<file path="config.mk">
export PLATFORM = sky130hd
export DESIGN_NAME = word_mux_rr
export DESIGN_NICKNAME = d
export VERILOG_FILES = /design/src/rtl/word_mux_rr.sv
export SDC_FILE = /design/constraint.sdc
export NUM_CORES = 1
export LEC_CHECK = 0
export BUFFER_PORTS_ARGS = -buffer_cell sky130_fd_sc_hd__buf_2
export CORE_ASPECT_RATIO = 1.1
export CORE_MARGIN = 2
export CORE_UTILIZATION = 35
export CTS_CLUSTER_DIAMETER = 60
export CTS_CLUSTER_SIZE = 16
export DETAILED_ROUTE_END_ITERATION = 8
export HOLD_SLACK_MARGIN = 0.08
export PLACE_DENSITY = 0.76
export SYNTH_ARGS = -nofsm -noshare
export SYNTH_HDL_FRONTEND = slang
export SYNTH_SLANG_ARGS = --single-unit
</file>
<file path="constraint.sdc">
create_clock -name clk -period 1.5 [get_ports clk]
set_input_delay 0.3 -clock clk [delete_from_list [all_inputs] [get_ports clk]]
set_output_delay 0.3 -clock clk [all_outputs]
set_load 0.03 [all_outputs]
</file>
<file path="src/rtl/word_mux_rr.sv">
// Word multiplexer with direct-select and round-robin scan modes and a one-deep registered output.
// Defining WORD_MUX_PARITY_EN adds a registered even-parity output, out_par.
module word_mux_rr #(
  parameter int WIDTH    = 8,
  parameter int CHANNELS = 4,
  localparam int SEL_W   = (CHANNELS > 1) ? $clog2(CHANNELS) : 1
) (
  input  logic                      clk,
  input  logic                      rst,
  input  logic                      en_n,
  input  logic                      mode,
  input  logic [SEL_W-1:0]          sel,
  input  logic [CHANNELS*WIDTH-1:0] in_data,
  input  logic [CHANNELS-1:0]       in_valid,
  output logic [CHANNELS-1:0]       in_ready,
  output logic [WIDTH-1:0]          out_data,
  output logic [SEL_W-1:0]          out_chan,
  output logic                      out_valid,
  input  logic                      out_ready
`ifdef WORD_MUX_PARITY_EN
  ,
  output logic                      out_par
`endif
);

  logic [WIDTH-1:0]    out_data_reg;
  logic [SEL_W-1:0]    out_chan_reg;
  logic                out_valid_reg;
  logic [SEL_W-1:0]    ptr_reg;
  logic [SEL_W-1:0]    ptr_next;

  logic [CHANNELS-1:0] sel_hit;
  logic                direct_valid;
  logic [SEL_W-1:0]    rr_grant;
  logic                rr_valid;
  logic [SEL_W-1:0]    grant;
  logic                grant_valid;
  logic                take;
  logic                xfer;
  logic [WIDTH-1:0]    word_next;

  // Decoding sel against each channel index keeps out-of-range selects from ever granting.
  genvar gi;
  generate
    for (gi = 0; gi < CHANNELS; gi++) begin : g_chan
      assign sel_hit[gi]  = (sel == SEL_W'(gi));
      assign in_ready[gi] = xfer && (grant == SEL_W'(gi));
    end
  endgenerate

  assign direct_valid = |(sel_hit & in_valid);

  // Scan from ptr upward with wrap; the first valid channel wins.
  always_comb begin
    int idx;
    idx      = 0;
    rr_valid = 1'b0;
    rr_grant = '0;
    for (int i = 0; i < CHANNELS; i++) begin
      idx = int'(ptr_reg) + i;
      if (idx >= CHANNELS) idx = idx - CHANNELS;
      if (!rr_valid && in_valid[idx]) begin
        rr_valid = 1'b1;
        rr_grant = SEL_W'(idx);
      end
    end
  end

  assign grant       = mode ? rr_grant : sel;
  assign grant_valid = mode ? rr_valid : direct_valid;
  assign take        = ~en_n & (~out_valid_reg | out_ready);
  assign xfer        = grant_valid & take & ~rst;
  assign word_next   = in_data[grant*WIDTH +: WIDTH];
  assign ptr_next    = (grant == SEL_W'(CHANNELS - 1)) ? '0 : grant + 1'b1;

  always_ff @(posedge clk) begin
    if (rst) begin
      out_data_reg  <= '0;
      out_chan_reg  <= '0;
      out_valid_reg <= 1'b0;
      ptr_reg       <= '0;
    end else if (xfer) begin
      out_data_reg  <= word_next;
      out_chan_reg  <= grant;
      out_valid_reg <= 1'b1;
      if (mode) ptr_reg <= ptr_next;
    end else if (out_ready) begin
      out_valid_reg <= 1'b0;
    end
  end

  assign out_data  = out_data_reg;
  assign out_chan  = out_chan_reg;
  assign out_valid = out_valid_reg;

`ifdef WORD_MUX_PARITY_EN
  logic out_par_reg;

  always_ff @(posedge clk) begin
    if (rst) begin
      out_par_reg <= 1'b0;
    end else if (xfer) begin
      out_par_reg <= ^word_next;
    end
  end

  assign out_par = out_par_reg;
`endif

endmodule

</file>
**Word level (Yosys, flattened, before mapping)**

Index checks and enable logic that the tools add are counted.
W data, S select, Z words.

- Flip-flop bits (word level): 13
- Latch bits: 0
- RAM bits: 0
- Memory bits (read-only): 0
- Memories: 0

- $add $sub $neg: 8
- Multiply operators: 0
- Div/mod/pow operators: 0
- $lt $le $gt $ge: 8
- Eq/ne operators: 6
- Shift operators: 1
- Mux-type cells: 29
- Bitwise logic cells: 8
- Reduce and logical (&&, ||, !) cells: 15

Operator list:

| kind | count |
|---|---|
| $lt A32 B4 Y1 const B | 4 |
| $mux W32 | 4 |
| $shiftx A32 B6 Y8 | 1 |
| $mux W1 | 15 |
| $mux W2 | 6 |
| $sub A3 B3 Y4 const B | 3 |
| $ge A3 B3 Y1 const B | 3 |
| $bmux W1 S2 | 4 |
| $eq A2 B2 Y1 const B | 4 |
| $logic_and A1 B1 Y1 | 7 |
| $add A2 B2 Y3 const B | 2 |
| $and A4 B4 Y4 | 1 |
| $eq A2 B1 Y1 const B | 2 |
| $logic_not A2 Y1 | 2 |
| $reduce_or A4 Y1 | 1 |
| $sub A2 B3 Y4 const B | 1 |
| $add A2 B1 Y3 const B | 1 |
| $and A1 B1 Y1 | 3 |
| $ge A2 B3 Y1 const B | 1 |
| $logic_not A1 Y1 | 3 |
| $not A1 Y1 | 3 |
| $add A2 B1 Y2 const B | 1 |
| $reduce_and A2 Y1 | 1 |
| $reduce_bool A2 Y1 | 1 |
| $or A1 B1 Y1 | 1 |

**Logic depth before layout (Yosys ltp)**

Gate-level depths: netlist of the first run.

- Word-level depth: 19
- Depth in mapped cells: 6
- Depth with buffers taken out: 5

**Worst setup path before layout of the first run**

Ideal clock, no wire load.

- Kind: register to output
- Start point: register out_valid_reg, in the netlist out_valid
- End point: output port in_ready[0]
- Arrival time: 1.696 ns
- Required time: 1.200 ns
- Slack: -0.496 ns
- Cell stages (with the launch flop): 6
- Path through: dfxtp_1 > nor2b_1 > or3_1 > a31oi_2 > nand2b_1 > nor2_1

- Longest elaborated chain between the ends: 6

Ends and longest elaborated chain:

| item | RTL line | RTL |
|---|---|---|
| start: declaration | 28 | `logic out_valid_reg;` |
| start signal: assignment | 80 | `out_valid_reg <= 1'b0;` |
| start signal: assignment | 85 | `out_valid_reg <= 1'b1;` |
| start signal: assignment | 88 | `out_valid_reg <= 1'b0;` |
| $not A1 Y1 | 71 | `assign take = ~en_n & (~out_valid_reg \| out_ready);` |
| $or A1 B1 Y1 | 71 |  |
| $and A1 B1 Y1 | 71 |  |
| $and A1 B1 Y1 (2 in a row) | 72 | `assign xfer = grant_valid & take & ~rst;` |
| $logic_and A1 B1 Y1 | 47 | `assign in_ready[gi] = xfer && (grant == SEL_W'(gi));` |
| end: declaration | 15 | `output logic [CHANNELS-1:0] in_ready,` |

No other way between the ends.

**Worst setup path after layout of the first run**

- Start point: register out_valid_reg, in the netlist out_valid
- End point: output port in_ready[1]

Same word-level chain as after synthesis.

==> impl_metrics.env, run 1 <==
export IMPL_status="finished, violations left"
export IMPL_violations="negative setup slack"
export IMPL_path_class="reg -> out"
export IMPL_die_area_sq_um=3210
export IMPL_fmax_mhz=499
export IMPL_final_area_sq_um=1860
export IMPL_avgViaCountPerCell=5.16
export IMPL_num_io_pins=58
export IMPL_rows=20
export IMPL_cp_end_kind="primary output"
export IMPL_area_growth_pct=91.5
export IMPL_layout_common_cells="51 x buf_2, 27 x buf_4, 17 x buf_6, 16 x mux2i_1, 10 x dfxtp_1"
export IMPL_final_max_slew_viol_count=0
export IMPL_htreeDepth=1
export IMPL_rsz0062_at_grt="true"
export IMPL_final_common_cell="buf_2"
export IMPL_synth_async_sr_flop_share=0
export IMPL_seq_area_frac_synth=0.268
export IMPL_grt_busiest_layer="met2"
export IMPL_portBuffers=57
export IMPL_core_area_sq_um=2700
export IMPL_largest_register_ffs=8
export IMPL_clk_pin_slew_worst_paths_ns=0.08
export IMPL_drt_iter0_drc=21
export IMPL_clkLatencyLatePin_ns=0.28
export IMPL_ys_warn_count=0
export IMPL_crit_path_cell_trace="nor2b_4 -> or3_4 -> a31oi_4 -> nand2_4 -> nor2_4 -> buf_6"
export IMPL_period_share=1.34
export IMPL_worstMarginPinSlew_ns=0.354
export IMPL_required_ns=1.20
export IMPL_min_period_ns=2.01
export IMPL_hpwl_microns=2360
export IMPL_fillers=214
export IMPL_netlist_instances=106
export IMPL_irDropWorstVdd_mv=0.607
export IMPL_clock_path_buffers=2
export IMPL_reg2reg_depth=12
export IMPL_antenna_cells=0
export IMPL_dp_cells=219
export IMPL_fin_worst_skew_ns=0.00449
export IMPL_fin_util=0.688
export IMPL_synth_cell_type_count=33
export IMPL_start_kind="register"
export IMPL_vias=1207
export IMPL_cp_data_arrival_time_ns=1.71
export IMPL_drc=0
export IMPL_relSlewSlack=0.764
export IMPL_layout_setup_ws_ns=-0.506
export IMPL_met1_usage=0.258
export IMPL_grt_pass1_wl_microns=5060
export IMPL_grtUsageMet3=0.0177
export IMPL_hold_class="in -> reg"
export IMPL_ys_ff_latch=13
export IMPL_max_stage_delay_ns=0.34
export IMPL_synth_area_sq_um=971
export IMPL_drt_pass1_iterations=4
export IMPL_die_h_microns=59.2
export IMPL_initial_core_util=0.359
export IMPL_hold_buffers=0
export IMPL_syn_area_per_cell_sq_um=9.16
export IMPL_grt_ovfl_total=0
export IMPL_gp_congestion=0.862
export IMPL_nets=245
export IMPL_grt_max_degree=14
export IMPL_worstPathMaxFanout=4
export IMPL_holdPathStages=3
export IMPL_wire_per_inst_microns=13.9
export IMPL_hold_viol_final=0
export IMPL_synth_edf_count=0
export IMPL_setup_viol=16
export IMPL_root_buffer="clkbuf_4"
export IMPL_grt_pass1_vias=1191
export IMPL_power_per_cell_area_nw_per_um2=606
export IMPL_antenna_found_initial=0
export IMPL_totalWireLength_microns=3240
export IMPL_fin_cells=234
export IMPL_synth_nets=149
export IMPL_clkSinkCount=13
export IMPL_critPathSlowestCell="dfxtp_4"
export IMPL_die_x_microns=54.2
export IMPL_maxCapViolations=0
export IMPL_cts_tree="done"
export IMPL_met2_usage=0.370
export IMPL_drtAntennaViolNets=0
export IMPL_ys_flop_type="dfxtp_1"
export IMPL_drive_gt1_frac=0.672
export IMPL_grtUsageTotal=0.212
export IMPL_placed_area_sq_um=1580
export IMPL_power_leakage_uw=0.000878
export IMPL_cts_buffers=3
[power breakdown]
part | internal, uW | switching (uW)
Sequential | 371 | 18.1
Combinational | 257 | 255
Clock | 103 | 122
[final timing paths]
path | startpoint | to | slack, ns
hold / removal | in_data[3] | out_data[3]$_SDFFE_PP0P_ | 0.31
hold reg to reg | out_chan[1]$_SDFFE_PP0P_ | out_chan[1]$_SDFFE_PP0P_ | 0.47
setup reg to reg | out_valid$_SDFFE_PP0P_ | out_valid$_SDFFE_PP0P_ | -0.47
setup / recovery | out_valid$_SDFFE_PP0P_ | in_ready[1] | -0.51
[synth_stat cells, drive strengths merged, types with 3 or more instances]
cell type | count | area, sq um
mux2i | 16 | 160
dfxtp | 13 | 260
nor2 | 12 | 45.0
o221ai | 9 | 96.4
nand3b | 8 | 60.1
nand2 | 6 | 22.5
nand2b | 6 | 37.5
buf | 4 | 32.5
inv | 4 | 15.0
nor2b | 4 | 25.0
nor3 | 3 | 20.0
[timing repair]
action	in CTS	in global routing
setup buffers	3	11
pin swaps	9	8
gates resized for setup	19	25
setup endpoints to repair	15	17
cloned	1	0
[through the flow]
step | setup slack, ns | hold slack, ns | setup TNS, ns | power [uW]
4_1_cts | -0.494 | 0.323 | -4.51 | 1080
5_1_grt | -0.586 | 0.334 | -7.02 | 1180
6_report | -0.506 | 0.314 | -5.68 | 1130
2_1_floorplan | -0.232 | 0.499 | -1.73 | 650
3_3_place_gp | -0.351 | 0.450 | -3.74 | 816
3_5_place_dp | -0.366 | 0.464 | -4.29 | 829
[per-layer routing]
| layer | vias to the layer above | routed length [microns] |
|---|---|---|
| li1 | 593 | - |
| met1 | 558 | 1370 |
| met2 | 52 | 1650 |
| met3 | 4 | 183 |
| met4 | 0 | 44 |
| met5 | - | 0 |
[cell families after synthesis]
| family | count (synthesis) | share of synthesized area |
|---|---|---|
| AOI/OAI and AO/OA | 21 | 0.222 |
| and+or+nand+nor | 44 | 0.260 |
| buffers and inverters | 9 | 0.0528 |
| xor gates and xnor gates | 1 | 0.00902 |
| muxes | 18 | 0.188 |
| DFF | 13 | 0.268 |
[cell type report]
type	instances	area (sq um)	area share
repair buffers	95	649	0.349
inverters	4	15.0	0.00808
clock buffers	4	26.3	0.0141
multi-input cells	85	856	0.460
well taps	33	41.3	0.0222
flip-flops and latches	13	272	0.146
[worst max-delay path: cells and delay by family, from the launching register on]
kind            cells  cell delay, ns
compound gates      1            0.28
flops               1            0.34
simple gates        4            0.66
buf+inv             1            0.13
(Power assumes the default switching activity.)
==> inputs of run 2 (changes only) <==
==> config.mk (replaced) <==
export PLATFORM = sky130hd
export DESIGN_NAME = word_mux_rr
export DESIGN_NICKNAME = d
export VERILOG_FILES = /design/src/rtl/word_mux_rr.sv
export SDC_FILE = /design/constraint.sdc
export NUM_CORES = 1
export LEC_CHECK = 0
export CORE_ASPECT_RATIO = 1.1
export CORE_MARGIN = 2
export CORE_UTILIZATION = 44
export CTS_CLUSTER_DIAMETER = 60
export CTS_CLUSTER_SIZE = 16
export DETAILED_ROUTE_END_ITERATION = 8
export DONT_BUFFER_PORTS = 1
export HOLD_SLACK_MARGIN = 0.08
export PLACE_DENSITY = 0.68
export SYNTH_ARGS = -nofsm -noshare
export SYNTH_HDL_FRONTEND = slang
export SYNTH_SLANG_ARGS = --single-unit
==> impl_metrics.env, run 2 (synthesized netlist as in run 1, its figures left out) <==
export IMPL_grt_pass1_vias=907
export IMPL_reg2reg_depth=8
export IMPL_antenna_cells=0
export IMPL_drt_iter0_drc=13
export IMPL_setup_viol=16
export IMPL_cp_end_kind="primary output"
export IMPL_regArea_sq_um=269
export IMPL_fin_total_pwr_uw=1010
export IMPL_violations="negative setup slack"
export IMPL_portBuffers=0
export IMPL_die_x_microns=48.8
export IMPL_initial_core_util=0.475
export IMPL_layout_setup_ws_ns=-0.430
export IMPL_multi_input_area_sq_um=836
export IMPL_core_area_sq_um=2040
export IMPL_antenna_found_initial=0
export IMPL_holdPathStages=1
export IMPL_rows=17
export IMPL_cts_tree="done"
export IMPL_wire_per_inst_microns=18.5
export IMPL_relSlewSlack=0.768
export IMPL_preCtsSetupSlack_ns=-0.306
export IMPL_critPathSlowestCell="dfxtp_4"
export IMPL_gp_congestion=0.884
export IMPL_totalWireLength_microns=2890
export IMPL_worstPathMaxFanout=3
export IMPL_die_h_microns=53.3
export IMPL_worstMarginPinSlew_ns=0.347
export IMPL_fillers=165
export IMPL_grtUsageTotal=0.232
export IMPL_placed_area_sq_um=1180
export IMPL_clkSinkCount=13
export IMPL_period_share=1.29
export IMPL_crit_path_cell_trace="nor2b_4 -> or3_4 -> a31oi_4 -> nand2_2 -> nor2_4"
export IMPL_hold_viol_final=0
export IMPL_final_area_sq_um=1410
export IMPL_min_period_ns=1.93
export IMPL_drt_pass1_iterations=4
export IMPL_power_per_cell_area_nw_per_um2=718
export IMPL_power_leakage_uw=0.000534
export IMPL_hpwl_microns=1980
export IMPL_drive_gt1_frac=0.492
export IMPL_vias=910
export IMPL_cp_startpoint="out_valid$_SDFFE_PP0P_"
export IMPL_hold_start="rst"
export IMPL_layout_common_cells="17 x buf_4, 14 x mux2i_1, 10 x dfxtp_1, 8 x nand3b_1, 7 x o221ai_1"
export IMPL_drc=0
export IMPL_irDropWorstVdd_mv=0.689
export IMPL_grt_ovfl_total=0
export IMPL_hold_class="in -> reg"
export IMPL_final_common_cell="buf_4"
export IMPL_area_growth_pct=45.1
export IMPL_clk_pin_slew_worst_paths_ns=0.08
export IMPL_largest_register_ffs=8
export IMPL_rsz0062_at_grt="true"
export IMPL_required_ns=1.20
export IMPL_nets=172
export IMPL_cts_buffers=3
export IMPL_start_kind="register"
export IMPL_maxCapViolations=0
export IMPL_rr_startpoint="ptr_reg[0]$_SDFFE_PP0P_"
export IMPL_drtAntennaViolNets=0
export IMPL_root_buffer="clkbuf_4"
export IMPL_num_io_pins=58
export IMPL_cp_data_arrival_time_ns=1.63
export IMPL_clock_path_buffers=2
export IMPL_grt_pass1_wl_microns=4440
export IMPL_grt_max_degree=15
export IMPL_final_max_slew_viol_count=0
export IMPL_fmax_mhz=518
export IMPL_met1_usage=0.266
export IMPL_clkLatencyLatePin_ns=0.27
export IMPL_status="finished, violations left"
export IMPL_grtUsageMet3=0.0734
export IMPL_fin_util=0.690
export IMPL_avgViaCountPerCell=5.83
export IMPL_holdWs_ns=0.191
export IMPL_fin_worst_skew_ns=0.00361
export IMPL_max_stage_delay_ns=0.35
export IMPL_die_area_sq_um=2600
export IMPL_path_class="reg -> out"
export IMPL_met2_usage=0.413
export IMPL_grt_busiest_layer="met2"
export IMPL_htreeDepth=1
-- run 2: routing by layer --
layer  routed length [microns]  up-vias
li1                          -      444
met1                      1090      429
met2                      1570       35
met3                       214        2
met4                        16        0
met5                         0        -
-- run 2: where the power goes --
| part | internal (uW) | switching (uW) |
|---|---|---|
| clock | 103 | 112 |
| combinational | 195 | 158 |
| sequential | 372 | 70.8 |
-- run 2: repair_timing --
item                       4_1_cts  5_1_grt
setup endpoints to repair       15       17
resized for setup               15       10
setup buffers                    6        2
hold endpoints to repair         0        4
hold buffers                     0        1
pin swaps                       17        6
cloned                           1        0
-- run 2: final timing paths --
| kind | endpoint | slack, ns |
|---|---|---|
| max | in_ready[1] | -0.43 |
| min | out_valid$_SDFFE_PP0P_ | 0.19 |
| max reg2reg | ptr_reg[1]$_SDFFE_PP0P_ | -0.32 |
| min reg2reg | out_chan[1]$_SDFFE_PP0P_ | 0.62 |
-- run 2: final cells by class --
cell class                 instances  area share
clock buffer                       4      0.0187
sequential                        13       0.191
inverter                           4      0.0107
tap                               28      0.0249
timing repair buffer              23       0.162
multi-input combinational         84       0.593
-- run 2: per-stage QoR --
step,setup TNS (ns),instances
after global placement,-2.34,144
after global routing,-4.99,156
after CTS,-4.34,154
final,-4.05,156
after detailed placement,-3.45,144
after floorplan,-1.73,106
-- run 2: worst max-delay path, delay by kind of cell, from the launching register on --
| kind | cells | cell delay, ns |
|---|---|---|
| flops | 1 | 0.35 |
| simple gates | 4 | 0.79 |
| compound gates | 1 | 0.22 |
